[src/rtl/sram_rr_arbiter_if.sv]
// Client and SRAM-side signal bundle for the round-robin SRAM arbiter.
// The arbiter takes the slave view; clients and the SRAM controller take the master view.
interface sram_rr_arbiter_if #(
    parameter int NW = 2,
    parameter int NR = 2,
    parameter int AW = 18,
    parameter int DW = 32,
    parameter int MW = DW / 8
);
    logic [NW-1:0]           w_valid;
    logic [NW-1:0]           w_ready;
    logic [NW*(MW+AW+DW)-1:0] w_din;
    logic [NR-1:0]           r_addr_valid;
    logic [NR-1:0]           r_addr_ready;
    logic [NR*AW-1:0]        r_addr;
    logic [NR-1:0]           r_data_valid;
    logic [NR-1:0]           r_data_ready;
    logic [NR*DW-1:0]        r_data;
    logic                    sram_addr_valid;
    logic                    sram_ready;
    logic [AW-1:0]           sram_addr;
    logic [DW-1:0]           sram_data_in;
    logic [MW-1:0]           sram_write_mask;
    logic [DW-1:0]           sram_data_out;
    logic                    sram_data_out_valid;
    logic                    protocol_err;

    modport slave (
        input  w_valid, w_din, r_addr_valid, r_addr, r_data_ready,
        input  sram_ready, sram_data_out, sram_data_out_valid,
        output w_ready, r_addr_ready, r_data_valid, r_data,
        output sram_addr_valid, sram_addr, sram_data_in,
        output sram_write_mask, protocol_err
    );

    modport master (
        output w_valid, w_din, r_addr_valid, r_addr, r_data_ready,
        output sram_ready, sram_data_out, sram_data_out_valid,
        input  w_ready, r_addr_ready, r_data_valid, r_data,
        input  sram_addr_valid, sram_addr, sram_data_in,
        input  sram_write_mask, protocol_err
    );
endinterface

[src/rtl/sram_rr_arbiter.sv]
// Round-robin arbiter sharing one SRAM command port among write and read clients,
// with in-order read returns steered back to per-port buffers via a tag FIFO.
module sram_rr_arbiter #(
    parameter int NW         = 2,
    parameter int NR         = 2,
    parameter int AW         = 18,
    parameter int DW         = 32,
    parameter int MW         = DW / 8,
    parameter int TAG_DEPTH  = 8,
    parameter int RBUF_DEPTH = 4
) (
    input  logic             sram_clock,
    input  logic             reset,
    sram_rr_arbiter_if.slave bus
);
    localparam int N   = NW + NR;
    localparam int PW  = $clog2(N);
    localparam int RW  = (NR > 1) ? $clog2(NR) : 1;
    localparam int TW  = (TAG_DEPTH > 1) ? $clog2(TAG_DEPTH) : 1;
    localparam int TCW = $clog2(TAG_DEPTH + 1);
    localparam int BW  = (RBUF_DEPTH > 1) ? $clog2(RBUF_DEPTH) : 1;
    localparam int CW  = $clog2(RBUF_DEPTH + 1);
    localparam int WW  = MW + AW + DW;

    logic [PW-1:0]  ptr;
    logic           cmd_valid;
    logic           cmd_rd;
    logic [RW-1:0]  cmd_port;
    logic [AW-1:0]  cmd_addr;
    logic [DW-1:0]  cmd_data;
    logic [MW-1:0]  cmd_mask;
    logic           perr;

    logic [RW-1:0]  tag_mem [TAG_DEPTH];
    logic [TW-1:0]  tag_wp;
    logic [TW-1:0]  tag_rp;
    logic [TCW-1:0] tag_cnt;

    logic           xfer;
    logic           can_grant;
    logic           tag_push;
    logic           tag_pop;
    logic           rd_pend;
    logic           tag_room;
    logic [RW-1:0]  tag_head;
    logic [NR-1:0]  room;
    logic [N-1:0]   elig;
    logic           found;
    logic           gnt;
    logic [PW-1:0]  gnt_idx;
    logic           gnt_rd;
    logic [WW-1:0]  gnt_w;
    logic [AW-1:0]  gnt_raddr;
    logic [RW-1:0]  gnt_port;

    assign xfer      = cmd_valid && bus.sram_ready;
    assign can_grant = !reset && (!cmd_valid || bus.sram_ready);
    assign tag_push  = xfer && cmd_rd;
    assign tag_pop   = bus.sram_data_out_valid && (tag_cnt != '0);
    assign tag_head  = tag_mem[tag_rp];
    // A read already sitting in the command register holds a reservation.
    assign rd_pend   = cmd_valid && cmd_rd;
    assign tag_room  = int'(tag_cnt) + int'(rd_pend) < TAG_DEPTH;

    always_comb begin
        elig = '0;
        for (int i = 0; i < NW; i++)
            elig[i] = bus.w_valid[i];
        for (int j = 0; j < NR; j++)
            elig[NW+j] = bus.r_addr_valid[j] && tag_room && room[j];
    end

    always_comb begin
        found   = 1'b0;
        gnt_idx = '0;
        for (int i = 0; i < N; i++) begin
            if (!found && elig[i] && PW'(i) >= ptr) begin
                found   = 1'b1;
                gnt_idx = PW'(i);
            end
        end
        for (int i = 0; i < N; i++) begin
            if (!found && elig[i]) begin
                found   = 1'b1;
                gnt_idx = PW'(i);
            end
        end
    end

    assign gnt    = can_grant && found;
    assign gnt_rd = gnt_idx >= PW'(NW);

    always_comb begin
        bus.w_ready      = '0;
        bus.r_addr_ready = '0;
        gnt_w            = '0;
        gnt_raddr        = '0;
        gnt_port         = '0;
        for (int i = 0; i < NW; i++) begin
            if (gnt_idx == PW'(i)) begin
                gnt_w          = bus.w_din[i*WW +: WW];
                bus.w_ready[i] = gnt;
            end
        end
        for (int j = 0; j < NR; j++) begin
            if (gnt_idx == PW'(NW + j)) begin
                gnt_raddr           = bus.r_addr[j*AW +: AW];
                gnt_port            = RW'(j);
                bus.r_addr_ready[j] = gnt;
            end
        end
    end

    always_ff @(posedge sram_clock) begin
        if (reset) begin
            ptr       <= '0;
            cmd_valid <= 1'b0;
            cmd_rd    <= 1'b0;
            cmd_port  <= '0;
            cmd_addr  <= '0;
            cmd_data  <= '0;
            cmd_mask  <= '0;
        end else begin
            if (xfer)
                cmd_valid <= 1'b0;
            if (gnt) begin
                ptr <= (gnt_idx == PW'(N - 1)) ? '0 : gnt_idx + 1'b1;
                if (gnt_rd) begin
                    cmd_valid <= 1'b1;
                    cmd_rd    <= 1'b1;
                    cmd_port  <= gnt_port;
                    cmd_addr  <= gnt_raddr;
                    cmd_data  <= '0;
                    cmd_mask  <= '0;
                end else if (gnt_w[WW-1 -: MW] != '0) begin
                    cmd_valid <= 1'b1;
                    cmd_rd    <= 1'b0;
                    cmd_mask  <= gnt_w[WW-1 -: MW];
                    cmd_addr  <= gnt_w[DW +: AW];
                    cmd_data  <= gnt_w[DW-1:0];
                end
            end
        end
    end

    always_ff @(posedge sram_clock) begin
        if (reset) begin
            tag_wp  <= '0;
            tag_rp  <= '0;
            tag_cnt <= '0;
            perr    <= 1'b0;
        end else begin
            if (tag_push)
                tag_wp <= (tag_wp == TW'(TAG_DEPTH - 1)) ? '0 : tag_wp + 1'b1;
            if (tag_pop)
                tag_rp <= (tag_rp == TW'(TAG_DEPTH - 1)) ? '0 : tag_rp + 1'b1;
            tag_cnt <= tag_cnt + TCW'(tag_push) - TCW'(tag_pop);
            if (bus.sram_data_out_valid && tag_cnt == '0)
                perr <= 1'b1;
        end
    end

    always_ff @(posedge sram_clock) begin
        if (tag_push)
            tag_mem[tag_wp] <= cmd_port;
    end

    for (genvar g = 0; g < NR; g++) begin : g_port
        logic [CW-1:0] outst;
        logic [CW-1:0] cnt;
        logic [BW-1:0] wp;
        logic [BW-1:0] rp;
        logic [DW-1:0] mem [RBUF_DEPTH];
        logic          inc;
        logic          ret;
        logic          pop;
        logic          pend;

        assign inc  = tag_push && cmd_port == RW'(g);
        assign ret  = tag_pop && tag_head == RW'(g);
        assign pop  = (cnt != '0) && bus.r_data_ready[g];
        assign pend = rd_pend && cmd_port == RW'(g);
        assign room[g] =
            int'(outst) + int'(cnt) + int'(pend) < RBUF_DEPTH;

        assign bus.r_data_valid[g]     = cnt != '0;
        assign bus.r_data[g*DW +: DW] = (cnt != '0) ? mem[rp] : '0;

        always_ff @(posedge sram_clock) begin
            if (reset) begin
                outst <= '0;
                cnt   <= '0;
                wp    <= '0;
                rp    <= '0;
            end else begin
                outst <= outst + CW'(inc) - CW'(ret);
                cnt   <= cnt + CW'(ret) - CW'(pop);
                if (ret)
                    wp <= (wp == BW'(RBUF_DEPTH - 1)) ? '0 : wp + 1'b1;
                if (pop)
                    rp <= (rp == BW'(RBUF_DEPTH - 1)) ? '0 : rp + 1'b1;
            end
        end

        always_ff @(posedge sram_clock) begin
            if (ret)
                mem[wp] <= bus.sram_data_out;
        end
    end

    assign bus.sram_addr_valid = cmd_valid;
    assign bus.sram_addr       = cmd_addr;
    assign bus.sram_data_in    = cmd_data;
    assign bus.sram_write_mask = cmd_mask;
    assign bus.protocol_err    = perr;
endmodule
[src/flat_wrapper.sv]
// flat-port wrapper written by rule: the top's interface ports become plain ports
module sram_rr_arbiter_flat 
#(
    parameter int NW         = 2,
    parameter int NR         = 2,
    parameter int AW         = 18,
    parameter int DW         = 32,
    parameter int MW         = DW / 8,
    parameter int TAG_DEPTH  = 8,
    parameter int RBUF_DEPTH = 4
)
  (sram_clock, reset, bus_w_valid, bus_w_din, bus_r_addr_valid, bus_r_addr, bus_r_data_ready, bus_sram_ready, bus_sram_data_out, bus_sram_data_out_valid, bus_w_ready, bus_r_addr_ready, bus_r_data_valid, bus_r_data, bus_sram_addr_valid, bus_sram_addr, bus_sram_data_in, bus_sram_write_mask, bus_protocol_err);
  sram_rr_arbiter_if #(.NW(NW), .NR(NR), .AW(AW), .DW(DW), .MW(MW)) bus_i ();
  input  logic sram_clock;
  input  logic reset;
  input wire logic [$bits(bus_i.w_valid)-1:0] bus_w_valid;
  input wire logic [$bits(bus_i.w_din)-1:0] bus_w_din;
  input wire logic [$bits(bus_i.r_addr_valid)-1:0] bus_r_addr_valid;
  input wire logic [$bits(bus_i.r_addr)-1:0] bus_r_addr;
  input wire logic [$bits(bus_i.r_data_ready)-1:0] bus_r_data_ready;
  input wire logic [$bits(bus_i.sram_ready)-1:0] bus_sram_ready;
  input wire logic [$bits(bus_i.sram_data_out)-1:0] bus_sram_data_out;
  input wire logic [$bits(bus_i.sram_data_out_valid)-1:0] bus_sram_data_out_valid;
  output wire logic [$bits(bus_i.w_ready)-1:0] bus_w_ready;
  output wire logic [$bits(bus_i.r_addr_ready)-1:0] bus_r_addr_ready;
  output wire logic [$bits(bus_i.r_data_valid)-1:0] bus_r_data_valid;
  output wire logic [$bits(bus_i.r_data)-1:0] bus_r_data;
  output wire logic [$bits(bus_i.sram_addr_valid)-1:0] bus_sram_addr_valid;
  output wire logic [$bits(bus_i.sram_addr)-1:0] bus_sram_addr;
  output wire logic [$bits(bus_i.sram_data_in)-1:0] bus_sram_data_in;
  output wire logic [$bits(bus_i.sram_write_mask)-1:0] bus_sram_write_mask;
  output wire logic [$bits(bus_i.protocol_err)-1:0] bus_protocol_err;
  assign bus_i.w_valid = bus_w_valid;
  assign bus_i.w_din = bus_w_din;
  assign bus_i.r_addr_valid = bus_r_addr_valid;
  assign bus_i.r_addr = bus_r_addr;
  assign bus_i.r_data_ready = bus_r_data_ready;
  assign bus_i.sram_ready = bus_sram_ready;
  assign bus_i.sram_data_out = bus_sram_data_out;
  assign bus_i.sram_data_out_valid = bus_sram_data_out_valid;
  assign bus_w_ready = bus_i.w_ready;
  assign bus_r_addr_ready = bus_i.r_addr_ready;
  assign bus_r_data_valid = bus_i.r_data_valid;
  assign bus_r_data = bus_i.r_data;
  assign bus_sram_addr_valid = bus_i.sram_addr_valid;
  assign bus_sram_addr = bus_i.sram_addr;
  assign bus_sram_data_in = bus_i.sram_data_in;
  assign bus_sram_write_mask = bus_i.sram_write_mask;
  assign bus_protocol_err = bus_i.protocol_err;
  sram_rr_arbiter #(.NW(NW), .NR(NR), .AW(AW), .DW(DW), .MW(MW), .TAG_DEPTH(TAG_DEPTH), .RBUF_DEPTH(RBUF_DEPTH)) u_core (.sram_clock(sram_clock), .reset(reset), .bus(bus_i));
endmodule
[config.mk]
export PLATFORM = sky130hd
export DESIGN_NAME = sram_rr_arbiter_flat
export DESIGN_NICKNAME = d
export VERILOG_FILES = /design/src/rtl/sram_rr_arbiter_if.sv /design/src/rtl/sram_rr_arbiter.sv /design/src/flat_wrapper.sv
export SDC_FILE = /design/constraint.sdc
export NUM_CORES = 1
export LEC_CHECK = 0
export ABC_AREA = 1
export CAP_MARGIN = 20
export CORE_MARGIN = 1
export CORE_UTILIZATION = 44
export CTS_CLUSTER_DIAMETER = 80
export DETAILED_ROUTE_END_ITERATION = 10
export PLACE_DENSITY = 0.72
export RECOVER_POWER = 100
export SLEW_MARGIN = 40
export SYNTH_ARGS = -nofsm -noshare
export SYNTH_HDL_FRONTEND = slang
export SYNTH_SLANG_ARGS = --single-unit
[constraint.sdc]
create_clock -name sram_clock -period 3.46 [get_ports sram_clock]
set_input_delay 0.519 -clock sram_clock [delete_from_list [all_inputs] [get_ports sram_clock]]
set_output_delay 0.519 -clock sram_clock [all_outputs]
set_load 0.02 [all_outputs]
; ---- Word-level counts from Yosys, hierarchy flattened
; Memory sizes are Yosys's and may differ from the RTL's. A register that Yosys moved wholly into a read port is not among the register bits.
; Index checks and enable logic that the tools add are counted.
; Widths: inputs -> output; s select.
[totals]
mem_bits_rw = 264
regBits = 90
in_bits = 186
wordCells = 169
out_inout_bits = 126
memories = 3
[mem_list]
columns = memory, words, word_bits, rd, rd_ports_with_merged_regs, write_ports, line_no
row1 = u_core.g_port[0].mem, 4, 32, 1, 1, 1, sram_rr_arbiter.sv:173  ; logic [DW-1:0] mem [RBUF_DEPTH];
row2 = u_core.g_port[1].mem, 4, 32, 1, 1, 1, sram_rr_arbiter.sv:173
row3 = u_core.tag_mem, 8, 1, 1, 1, 1, sram_rr_arbiter.sv:34  ; logic [RW-1:0] tag_mem [TAG_DEPTH];
[classes]
addsub = 22
order_cmp = 8
mux = 57
n_bitwise = 2
n_reduce_logical = 49
n_eq_ne = 9
[ops]
columns = op, count
row1 = $mux 32, 4
row2 = $mux 54, 2
row3 = $mux 18, 4
row4 = $add 32x2->32, 2
row5 = $lt 32x4->1 const B, 2
row6 = $lt 32x5->1 const B, 1
row7 = $logic_and 1x1->1, 30
row8 = $mux 2, 15
row9 = $mux 1, 26
row10 = $add 3x1->3, 4
row11 = $eq 2x2->1 const B, 6
row12 = $mux 3, 4
row13 = $sub 3x1->3, 4
row14 = $add 2x1->2 const B, 5
row15 = $logic_not 1->1, 9
row16 = $add 3x3->4, 2
row17 = $mux 4, 2
row18 = $reduce_bool 4->1, 2
row19 = $add 3x1->3 const B, 2
row20 = $eq 3x3->1 const B, 2
row21 = $reduce_bool 3->1, 2
row22 = $add 4x1->5, 1
row23 = $add 4x1->4, 1
row24 = $ge 1x2->1 const A, 2
row25 = other kinds (10), 13

; ---- Longest topological paths before layout
; Gate-level depths: netlist of run 1.
[depth]
ltp_word = 34
ltp_mapped = 25
ltp_nobuf = 23

; ---- Worst setup path after synthesis of run 1
; Ideal clock, no wire load.
[synth_timing]
path_type = reg-to-reg
startpoint = reg u_core.g_port[1].cnt[0]
endpoint = reg u_core.cmd_addr[10], in the netlist u_core.bus.sram_addr[10]
t_required_ns = 3.347
path_slack_ns = -0.109
arrival_ns = 3.456
period_less_slack_ns = 3.569
setup_ns = 0.113
stages_incl_launch_ff = 24
path_buffers = 3
path_cell_list = dfxtp_1 ha_1 inv_1 fa_1 nor2_1 nand3b_1 nand3_1 inv_1 nand2_1 nand2_1 nor2_1 nand4_1 nand2_1 inv_1 ha_1 clkbuf_1 a22oi_1 nand4_1 nand2_1 buf_4 buf_2 nand3b_1 nand2_1 nor2_1
[synth_between]
elab_chain_len = 25
elab_cells_between_ends = 39
cone_classes = add/sub (2) / order compare (2) / eq/ne (3) / mux (16) / reduce/logical (16)
[synth_lines]
columns = element, line_no
row1 = from (decl), sram_rr_arbiter.sv:170  ; logic [CW-1:0] cnt;
row2 = from (signal assigned), sram_rr_arbiter.sv:197  ; cnt <= cnt + CW'(ret) - CW'(pop);
row3 = $add 3x3->4 (*), sram_rr_arbiter.sv:184  ; int'(outst) + int'(cnt) + int'(pend) < RBUF_DEPTH;
row4 = $add 32x2->32 (*), sram_rr_arbiter.sv:184
row5 = $lt 32x4->1 (*), sram_rr_arbiter.sv:184
row6 = $logic_and 1x1->1 (*), sram_rr_arbiter.sv:70  ; elig[NW+j] = bus.r_addr_valid[j] && tag_room && room[j];
row7 = $logic_and 1x1->1 (2 in a row), sram_rr_arbiter.sv:77  ; if (!found && elig[i] && PW'(i) >= ptr) begin
row8 = $mux 1, sram_rr_arbiter.sv:77
row9 = $logic_not 1->1, sram_rr_arbiter.sv:83  ; if (!found && elig[i]) begin
row10 = $logic_and 1x1->1, sram_rr_arbiter.sv:83
row11 = [7 not listed], -
row12 = $logic_not 1->1, sram_rr_arbiter.sv:83
row13 = $logic_and 1x1->1, sram_rr_arbiter.sv:83
row14 = $mux 2, sram_rr_arbiter.sv:83
row15 = $logic_not 2->1, sram_rr_arbiter.sv:100  ; if (gnt_idx == PW'(i)) begin
row16 = $mux 54 (2 in a row), sram_rr_arbiter.sv:100
row17 = $reduce_bool 4->1, sram_rr_arbiter.sv:135  ; end else if (gnt_w[WW-1 -: MW] != '0) begin
row18 = $reduce_bool 2->1 (no source line), -
row19 = $reduce_and 2->1 (no source line), -
row20 = to (signal assigned), sram_rr_arbiter.sv:132  ; cmd_addr <= gnt_raddr;
row21 = to (signal assigned), sram_rr_arbiter.sv:139  ; cmd_addr <= gnt_w[DW +: AW];
row22 = to (decl), sram_rr_arbiter.sv:29  ; logic [AW-1:0] cmd_addr;
; Mark *: on every way between the ends. The rest lies on a longest branch, timed or not. The select of a mux whose other input is x is not followed.
; A chain may end at the register's enable or synchronous reset.

; ---- Final worst setup path of run 1
[layout_timing]
startpoint = reg u_core.g_port[1].outst[0]
endpoint = out bus_r_addr_ready[0]
[layout_between]
elab_chain_len = 21
elab_cells_between_ends = 27
cone_classes = add/sub (2) / order compare (1) / eq/ne (1) / mux (11) / reduce/logical (12)
[layout_lines]
columns = element, line_no
row1 = from (decl), sram_rr_arbiter.sv:169  ; logic [CW-1:0] outst;
row2 = from (signal assigned), sram_rr_arbiter.sv:196  ; outst <= outst + CW'(inc) - CW'(ret);
row3 = $add 3x3->4 (*), sram_rr_arbiter.sv:184
row4 = $add 32x2->32 (*), sram_rr_arbiter.sv:184
row5 = $lt 32x4->1 (*), sram_rr_arbiter.sv:184
row6 = $logic_and 1x1->1 (*), sram_rr_arbiter.sv:70
row7 = $logic_and 1x1->1 (2 in a row), sram_rr_arbiter.sv:77
row8 = $mux 1, sram_rr_arbiter.sv:77
row9 = $logic_not 1->1, sram_rr_arbiter.sv:83
row10 = $logic_and 1x1->1, sram_rr_arbiter.sv:83
row11 = [4 not listed], -
row12 = $logic_not 1->1, sram_rr_arbiter.sv:83
row13 = $logic_and 1x1->1, sram_rr_arbiter.sv:83
row14 = $mux 1, sram_rr_arbiter.sv:83
row15 = $logic_not 1->1, sram_rr_arbiter.sv:83
row16 = $logic_and 1x1->1, sram_rr_arbiter.sv:83
row17 = $mux 2 / $mux 1 (equally long branches), sram_rr_arbiter.sv:83
row18 = $eq 2x2->1 / $logic_and 1x1->1 (equally long branches), "sram_rr_arbiter.sv:106, sram_rr_arbiter.sv:90"
row19 = $mux 1 (*), sram_rr_arbiter.sv:106  ; if (gnt_idx == PW'(NW + j)) begin
row20 = to (decl), flat_wrapper.sv:25  ; output wire logic [$bits(bus_i.r_addr_ready)-1:0] bus_r_addr_ready;
; Mark *: on every way between the ends. The rest lies on a longest branch, timed or not.

==> summary.txt, run 1 <==
DRT Pass-1 Iters - 5
overall routing resource usage - 0.255
cts hold-fix bufs - 0
crit path max fanout - 3
drt via density - 5.44
fraction of registers with async set or reset after synthesis - 0
Slew headroom - 0.201
sequential area share after synthesis - 0.625
Die Height - 191 um
worst hold path type - flop to flop
Final HPWL DP - 31.6 mm
Synth area leaders - edfxtp_1 (50%), dfxtp_1 (12%), nor2_1 (8.3%)
final RePlAce weighted congestion - 0.955
fin crit share - 1.04
I/O Buffers - 311
Via Count - 13,100
post-synthesis cell count - 1,543
Synth Cell Area - 0.0158 sq mm
Worst Hold Depth - 2
Hold Vio Cnt, Final - 0
failing checks - negative setup slack
maximum vdd drop - 542 uV
most frequent cells in the layout - nor2_1 (326), edfxtp_1 (264), clkdlybuf4s50_1 (179), o21ai_0 (161), dlygate4sd3_1 (126)
initial antenna violation count - 13
crit-path cells - ha_4 -> inv_2 -> fa_1 -> nor2_1 -> nand3b_1 -> nand3_2 -> buf_4 -> nor2_1 -> nand3_2 -> nand2_1 -> inv_2 -> nand2_2 -> ha_2 -> inv_1 -> nor2_2 -> buf_6 -> buf_6
Final Skew - 17.7 ps
synth warn - 0
# rows - 68
Switching Share - 0.394
sw power - 7580 uW
Routed Antenna Nets - 0
minimum clock period - 3600 ps
Final Power - 19,300 uW
ys flop type - edfxtp_1
critical path's slowest cell - fa_1
largest net degree at the start of global routing - 65
count of final setup violators - 56
WL/cell - 20.4 um
clock buffer depth - 3
DRC viols - 0
#FFs+latches synth - 361
total gr overflow - 0
Pwr Density - 875 mW/mm^2
LEAKAGE - 0.00836 uW
largest area contributor in the netlist - edfxtp_1
Num CTS Buffers - 39
Final #Nets - 2,135
critical path arrival - 3080 ps
WL final - 48.9 mm
RSZ-0062 raised after global routing - yes
1st-iter DRT viols - 896
crit path buf inv count - 6
Max Slew Vio Count - 0
Gate power share - 0.489
number of synthesized flops with an enable pin - 264
ratio of cells with drive above 1 in the final layout - 0.140
clock slew seen by the registers of the worst setup and hold paths - 60 ps
worst endpoint required time - 2940 ps
clk sinks - 361
die extent in x - 191 um
Reg power frac - 0.298
Critical Path Sink Type - primary output
H-Tree Depth - 2
Crit Path Class - flop to primary output
core area - 0.0349 sq mm
Mapped Nets - 1,775
post-route setup slack - -142 ps
Worst Reg-to-Reg Cells - 22
# IOs - 312
Slew @ Worst Pin - 1200 ps
Stages on worst setup path - 17
number of max-cap violations - 0
worst stage delay on the critical path - 480 ps
syn_area_per_cell - 10.2 sq um
outcome - finished with violations
P_int - 11,700 uW
vias in the first global route - 12,700
worst skew pair latency - 530 ps
largest delay contributor family on the critical path - simple AND/OR/NAND/NOR gates
CTS tree - yes
Yosys top cell area share - 0.502
commonest non-fill, non-tap cell in the layout - nor2_1
pre-CTS WS - -180 ps
CP startpoint kind - flop
Clock Power Share - 0.213
Distinct cells, synth - 36
Root Driver - clkbuf_16
fmax - 0.278 GHz
Syn-to-layout area delta - 39.6%
Initial Util - 0.452
DIE AREA - 0.0366 sq mm
first-pass GRT wire length - 70.2 mm
[per-layer routing]
metal	up-vias	wire length, um	share of wire	GRT usage
met3	138	4150	0.085	0.0586
met4	2	3270	0.067	0.156
met1	6191	17400	0.36	0.286
met5	-	13	0.00027	0
li1	6104	-	-	-
met2	641	24100	0.49	0.439
[synth_stat cells (all sizes together), types with 3 or more instances]
master	n
nor2	355
edfxtp	264
o21ai	165
nand2	120
a21oi	119
nand3	100
dfxtp	97
inv	81
clkbuf	66
ha	39
a22o	34
buf	28
a22oi	21
nand3b	18
fa	7
nand4	6
nor3	4
xor2	4
a211oi	3
clkinv	3
o211a	3
[worst paths after layout]
| path | end | from | slack (ps) |
|---|---|---|---|
| worst max register to register | u_core.bus.sram_addr_valid$_SDFF_PP0_ | u_core.g_port[1].outst[0]$_SDFF_PP0_ | -130 |
| worst min register to register | u_core.bus.protocol_err$_SDFFE_PP0P_ | u_core.bus.protocol_err$_SDFFE_PP0P_ | 450 |
| worst min-delay path | u_core.bus.protocol_err$_SDFFE_PP0P_ | u_core.bus.protocol_err$_SDFFE_PP0P_ | 450 |
| worst max-delay path | bus_r_addr_ready[0] | u_core.g_port[1].outst[0]$_SDFF_PP0_ | -140 |
[power groups by stage]
stage,sequential [uW],combinational (uW),clock (uW)
3_3_place_gp,5770,8210,0
5_1_grt,5820,10200,4320
4_1_cts,5720,8530,4160
3_5_place_dp,5790,8350,0
6_report,5740,9430,4100
2_1_floorplan,6020,4530,0
[tightest hold or removal path, stage by stage (launching register included)]
cell,delay (ps)
dfxtp_1,300
inv_1,40
a21oi_1,50
[cell type report]
class | instances | area [sq um]
antenna | 13 | 32.5
clock buffer | 53 | 1130
clock inverter | 19 | 164
fill | 2715 | 12900
inverter | 84 | 320
multi-input combinational | 1006 | 5730
sequential | 361 | 9870
tap | 455 | 569
timing repair buffer | 411 | 4210
[sequential cells by signal, indices dropped and copies added (netlist names), 6 cells and up, named ones only]
register and cells:
u_core.bus.sram_data_in 32, u_core.g_port.outst 6, u_core.g_port.mem 256, u_core.tag_mem 8
u_core.bus.sram_addr 18, u_core.g_port.cnt 6
[cell families after synthesis]
family | after synthesis | synth area share
and+or+nand+nor | 604 | 0.161
DFF | 361 | 0.625
AOI/OAI and AO/OA | 348 | 0.125
buffers and inverters | 178 | 0.0457
adders and majority gates | 46 | 0.0398
xor gates and xnor gates | 5 | 0.00278
muxes | 1 | 0.000634
[repair_timing]
action	4_1_cts	5_1_grt
setup buffers	8	13
cloned	1	16
setup endpoints to repair	60	61
pin swaps	11	71
resized for setup	44	100
[stage by stage]
step | setup TNS, ps | std cells | util | instance area, sq um | hold WS [ps]
after detailed placement | -7660 | 2284 | 0.568 | 19800 | 449
after global routing | -16440 | 2401 | 0.631 | 22000 | 479
after CTS | 0 | 2365 | 0.610 | 21300 | 460
final | -4160 | 2402 | 0.631 | 22000 | 451
after floorplan | 0 | 1543 | - | 15800 | 426
after global placement | -686 | 2284 | 0.568 | 19800 | 444
(Power assumes the default switching activity.)
==> run 2, diff against run 1 <==
--- a/config.mk
+++ b/config.mk
@@ -9,11 +9,12 @@
 export CAP_MARGIN = 20
 export CORE_MARGIN = 1
 export CORE_UTILIZATION = 44
+export CTS_BUF_LIST = sky130_fd_sc_hd__clkbuf_16
 export CTS_CLUSTER_DIAMETER = 80
 export DETAILED_ROUTE_END_ITERATION = 10
 export PLACE_DENSITY = 0.72
 export RECOVER_POWER = 100
-export SLEW_MARGIN = 40
+export SLEW_MARGIN = 30
 export SYNTH_ARGS = -nofsm -noshare
 export SYNTH_HDL_FRONTEND = slang
 export SYNTH_SLANG_ARGS = --single-unit
==> run 2 against run 1 <==
- the run still ends with negative setup slack left
- combinational power is 5.2% lower
- hold slack worse by 1.3 ps
- routed wire length is 1.7% lower
- global-route usage hardly changed
- design area is 1.8% lower
- final cell count is 0.29% lower
- maximum frequency is 0.11% lower
- first-iteration DRC count is 4.2% higher
- clock-buffer cell count is 13 lower
- worst setup slack worse by 4.1 ps
- critical path depth stayed put
- critical endpoint unchanged
- sequential share of layout area is 0.84 points higher
==> summary.txt, run 2 (synthesis gave the netlist of run 1 again) <==
Placement Cell Area - 0.0198 sq mm
Final Skew - 19.1 ps
post-layout util - 0.620
Die Height - 191 um
first-pass GRT wire length - 70.2 mm
hold_sp - u_core.bus.protocol_err$_SDFFE_PP0P_
outcome - finished with violations
crit path max fanout - 3
critical path arrival - 3090 ps
ratio of cells with drive above 1 in the final layout - 0.115
Syn-to-layout area delta - 37.0%
CP startpoint - u_core.g_port[1].cnt[0]$_SDFF_PP0_
Via Count - 12,900
Met2 Wirelength - 23.8 mm
Max Slew Vio Count - 0
worst endpoint required time - 2940 ps
wire length on met3 - 3.82 mm
DRT Pass-1 Iters - 5
maximum vdd drop - 560 uV
final hold slack - 450 ps
minimum clock period - 3610 ps
Final #Nets - 2,128
critical path's slowest cell - fa_1
Final HPWL DP - 31.6 mm
Slew @ Worst Pin - 1170 ps
DR top layer - met5
die extent in x - 191 um
Initial Util - 0.452
CTS tree - yes
worst skew pair latency - 530 ps
pre-CTS WS - -180 ps
post-route setup slack - -146 ps
final RePlAce weighted congestion - 0.955
fin crit share - 1.04
overall routing resource usage - 0.255
WL final - 48.1 mm
clk sinks - 361
1st-iter DRT viols - 934
largest delay contributor family on the critical path - adder cells
Crit Path Class - flop to primary output
DIE AREA - 0.0366 sq mm
commonest non-fill, non-tap cell in the layout - nor2_1
worst stage delay on the critical path - 540 ps
most frequent cells in the layout - nor2_1 (339), edfxtp_1 (264), clkdlybuf4s50_1 (185), o21ai_0 (163), dlygate4sd3_1 (120)
failing checks - negative setup slack
clock slew seen by the registers of the worst setup and hold paths - 50 ps
Slew headroom - 0.223
Num CTS Buffers - 39
worst hold path type - flop to flop
count of final setup violators - 35
# rows - 68
Critical Path Sink Type - primary output
Root Driver - clkbuf_16
crit-path cells - ha_4 -> inv_2 -> fa_1 -> nor2_1 -> nand3b_1 -> nand3_2 -> buf_4 -> nor2_4 -> nand3_2 -> nand2_1 -> inv_2 -> nand2_2 -> ha_2 -> inv_1 -> nor2_2 -> buf_6 -> buf_6
WL/cell - 20.1 um
RSZ-0062 raised after global routing - yes
number of flip-flops under the largest register name - 256
number of max-cap violations - 0
initial antenna violation count - 13
LEAKAGE - 0.00827 uW
Design Area, Final - 0.0216 sq mm
largest net degree at the start of global routing - 65
core area - 0.0349 sq mm
drt via density - 5.38
Biggest register - u_core.g_port.mem
I/O Buffers - 311
Routed Antenna Nets - 0
Hold Vio Cnt, Final - 0
RR Startpoint - u_core.g_port[1].cnt[0]$_SDFF_PP0_
crit path buf inv count - 6
CP startpoint kind - flop
Setup TNS Final - -907 ps
# IOs - 312
Pwr Density - 859 mW/mm^2
H-Tree Depth - 2
DRC viols - 0
M1 WL - 17.4 mm
fmax - 0.277 GHz
clock buffer depth - 3
total gr overflow - 0
vias in the first global route - 12,700
[run 2: cell count changes in the layout (fill, tap and decap cells not counted), moves of 8 or more]
cell / change
nand3_1: +23
nor2_1: +13
nand3_2: -17
nor2_4: -10
clkbuf_8: -8
[run 2: path summary, 6_finish.rpt]
kind | to | slack [ps] | depth (start not counted)
min reg2reg | u_core.bus.protocol_err$_SDFFE_PP0P_ | 450 | 2
max | bus_r_addr_ready[0] | -150 | 17
min | u_core.bus.protocol_err$_SDFFE_PP0P_ | 450 | 2
max reg2reg | u_core.bus.sram_data_in[28]$_SDFFE_PP0P_ | -30 | 24
[run 2: report_power, final]
part | switching [uW] | leakage (uW) | internal, uW
registers | 325 | 0.00319 | 5400
logic | 5300 | 0.00446 | 3640
clock network | 1650 | 0.000625 | 2260
[run 2: what timing repair did]
| item | 4_1_cts | 5_1_grt |
|---|---|---|
| setup endpoints to repair | 60 | 75 |
| cloned | 1 | 14 |
| pin swaps | 11 | 28 |
| resized for setup | 44 | 39 |
| endpoints found under the hold margin | 0 | 0 |
| buffers inserted | 8 | 6 |
| hold buffers | 0 | 0 |
[run 2: routing by layer]
metal | vias up | track usage
met5 | - | 0
met4 | 2 | 0.159
met3 | 139 | 0.0591
met2 | 584 | 0.440
met1 | 6084 | 0.285
li1 | 6081 | -
[run 2: area by class of cell]
| cell class | count | area [sq um] |
|---|---|---|
| repair buffers | 405 | 4130 |
| clock inverters | 32 | 213 |
| fillers | 2779 | 13300 |
| clock buffers | 40 | 1000 |
| diodes | 13 | 32.5 |
| well taps | 455 | 569 |
| flip-flops and latches | 361 | 9870 |
| inverters | 84 | 319 |
| multi-input cells | 1005 | 5480 |
[run 2: stage by stage]
step,total power (uW),std cells
3_3_place_gp,14000,2284
6_report,18600,2395
4_1_cts,18200,2365
3_5_place_dp,14100,2284
2_1_floorplan,10500,1543
5_1_grt,19600,2394
[run 2: worst register-to-register path, stage by stage (launching register included)]
cell	delay, ps
dfxtp_2	360
ha_4	150
inv_2	40
fa_1	540
nor2_1	40
nand3b_1	110
nand3_2	100
buf_4	160
nor2_4	110
nand3_2	100
nand2_1	90
inv_2	50
nand2_2	100
inv_2	80
ha_4	160
inv_2	70
nor2_4	40
buf_12	130
a22oi_2	160
nand4_1	120
buf_6	180
nand2_8	140
clkbuf_16	180
nand3_1	80
a21oi_1	140
==> run 3, diff against run 2 <==
--- a/config.mk
+++ b/config.mk
@@ -14,7 +14,6 @@
 export DETAILED_ROUTE_END_ITERATION = 10
 export PLACE_DENSITY = 0.72
 export RECOVER_POWER = 100
-export SLEW_MARGIN = 30
 export SYNTH_ARGS = -nofsm -noshare
 export SYNTH_HDL_FRONTEND = slang
 export SYNTH_SLANG_ARGS = --single-unit
==> run 3 against run 2 <==
- the flow still finishes with violations (negative setup slack)
- clock skew fell by 1.1 ps
- combinational power barely moved
- hold slack did not move
- routed wire length barely moved
- via count rose by 0.33%
- global-route usage did not move
- utilization rose by 0.079 points
- non-clock buffer count rose by 1
- design area rose by 0.13%
- clock-buffer cell count did not move
- critical endpoint unchanged
- largest cell class unchanged
- largest power group unchanged
- highest routed layer unchanged
==> summary.txt, run 3 (synthesis gave the netlist of run 1 again) <==
Gate power share - 0.482
Root Driver - clkbuf_16
Critical Path Sink Type - primary output
Worst R2R End - u_core.bus.sram_data_in[5]$_SDFFE_PP0P_
worst reg-to-reg setup slack - -50 ps
hold_sp - u_core.bus.protocol_err$_SDFFE_PP0P_
crit path max fanout - 3
most frequent cells in the layout - nor2_1 (339), edfxtp_1 (264), clkdlybuf4s50_1 (185), o21ai_0 (163), dlygate4sd3_1 (120)
ratio of cells with drive above 1 in the final layout - 0.115
post-layout util - 0.621
DIE AREA - 0.0366 sq mm
Worst Hold Depth - 2
core area - 0.0349 sq mm
P_int - 11,300 uW
Min-Delay Endpoint - u_core.bus.protocol_err$_SDFFE_PP0P_
Slew @ Worst Pin - 1190 ps
CP startpoint - u_core.g_port[1].cnt[0]$_SDFF_PP0_
Syn-to-layout area delta - 37.2%
vias in the first global route - 12,700
Final HPWL DP - 31.6 mm
I/O Buffers - 311
fmax - 0.277 GHz
minimum clock period - 3610 ps
Pwr Density - 859 mW/mm^2
Crit Path Class - flop to primary output
largest net degree at the start of global routing - 65
1st-iter DRT viols - 834
# IOs - 312
LEAKAGE - 0.00828 uW
Non-Filler Instances - 2,396
H-Tree Depth - 2
count of final setup violators - 38
crit-path cells - ha_4 -> inv_2 -> fa_1 -> nor2_1 -> nand3b_1 -> nand3_2 -> buf_4 -> nor2_4 -> nand3_2 -> nand2_1 -> inv_2 -> nand2_2 -> ha_2 -> inv_1 -> nor2_2 -> buf_6 -> buf_6
DRT Pass-1 Iters - 5
Placed Instances - 2,284
clk sinks - 361
DRC viols - 0
CP startpoint kind - flop
Routed Antenna Nets - 0
clock slew seen by the registers of the worst setup and hold paths - 50 ps
worst skew pair latency - 530 ps
worst stage delay on the critical path - 540 ps
total gr overflow - 0
# rows - 68
worst hold path type - flop to flop
final RePlAce weighted congestion - 0.955
Hold Vio Cnt, Final - 0
number of max-cap violations - 0
number of flip-flops under the largest register name - 256
Via Count - 12,900
RSZ-0062 raised after global routing - yes
Worst Reg-to-Reg Cells - 24
commonest non-fill, non-tap cell in the layout - nor2_1
Biggest register - u_core.g_port.mem
WL final - 48.1 mm
critical path's slowest cell - fa_1
critical path arrival - 3090 ps
clock buffer depth - 3
WL/cell - 20.1 um
outcome - finished with violations
Final #Nets - 2,129
Max Slew Vio Count - 0
Num CTS Buffers - 39
maximum vdd drop - 559 uV
sw power - 7280 uW
fin crit share - 1.04
drt via density - 5.40
Clock Power Share - 0.210
overall routing resource usage - 0.255
CTS tree - yes
Slew headroom - 0.209
worst endpoint required time - 2940 ps
die extent in x - 191 um
RR Startpoint - u_core.g_port[1].cnt[0]$_SDFF_PP0_
post-route setup slack - -150 ps
failing checks - negative setup slack
first-pass GRT wire length - 70.2 mm
Initial Util - 0.452
cts hold-fix bufs - 0
initial antenna violation count - 13
Reg power frac - 0.308
Switching Share - 0.392
Die Height - 191 um
Final Skew - 17.9 ps
## run 3: critical path: cells and delay by family (launching register included)
family	cells	cell delay [ps]
buffers and inverters	6	550
AND/OR/NAND/NOR	8	760
adder cells (fa/ha/maj)	3	900
flip-flops	1	360
## run 3: worst max-delay path by stage
| stage | depth (start not counted) | endpoint | slack, ps |
|---|---|---|---|
| 4_1_cts | 17 | bus_r_addr_ready[0] | 8 |
| 2_1_floorplan | 22 | u_core.bus.sram_data_in[7]$_SDFFE_PP0P_ | 1 |
| 5_1_grt | 17 | bus_r_addr_ready[0] | -280 |
| 3_3_place_gp | 13 | bus_w_ready[0] | -160 |
| 6_report | 17 | bus_r_addr_ready[0] | -150 |
| 3_5_place_dp | 15 | bus_w_ready[0] | -180 |
## run 3: area by class of cell
type                       instances  area [sq um]
multi-input combinational       1005          5480
tap                              455           569
inverter                          84           319
timing repair buffer             406          4160
clock buffer                      40          1000
antenna                           13          32.5
sequential                       361          9870
fill                            2776         13200
clock inverter                    32           213
## run 3: metal layers
metal	share of wire	up-vias	wire (um)	track usage
li1	-	6079	-	-
met1	0.36	6178	17500	0.285
met2	0.49	543	23700	0.440
met3	0.077	131	3730	0.0591
met4	0.065	2	3140	0.159
met5	0.00027	-	13	0
## run 3: what timing repair did
action,in CTS,in global routing
setup buffers,8,6
gates cloned,1,14
endpoints found under the setup margin,60,75
resized for setup,44,39
pin swaps,11,28
## run 3: through the flow
stage                     instance area (sq um)  power, uW  worst slack (ps)  hold slack (ps)  setup TNS (ps)
after detailed placement                  19800      14100              -180              449           -7660
after CTS                                 21200      18200              7.84              460               0
after floorplan                           15800      10500              1.40              426               0
final                                     21600      18600              -150              450           -1030
after global placement                    19800      14000              -159              444            -686
after global routing                      21600      19600              -279              479          -12050
## run 3: power by group through the flow
stage          clock network, uW  logic [uW]  registers [uW]
2_1_floorplan                  0        4530            6020
3_3_place_gp                   0        8210            5770
3_5_place_dp                   0        8350            5790
4_1_cts                     3960        8530            5720
5_1_grt                     4130        9690            5800
6_report                    3910        8970            5730
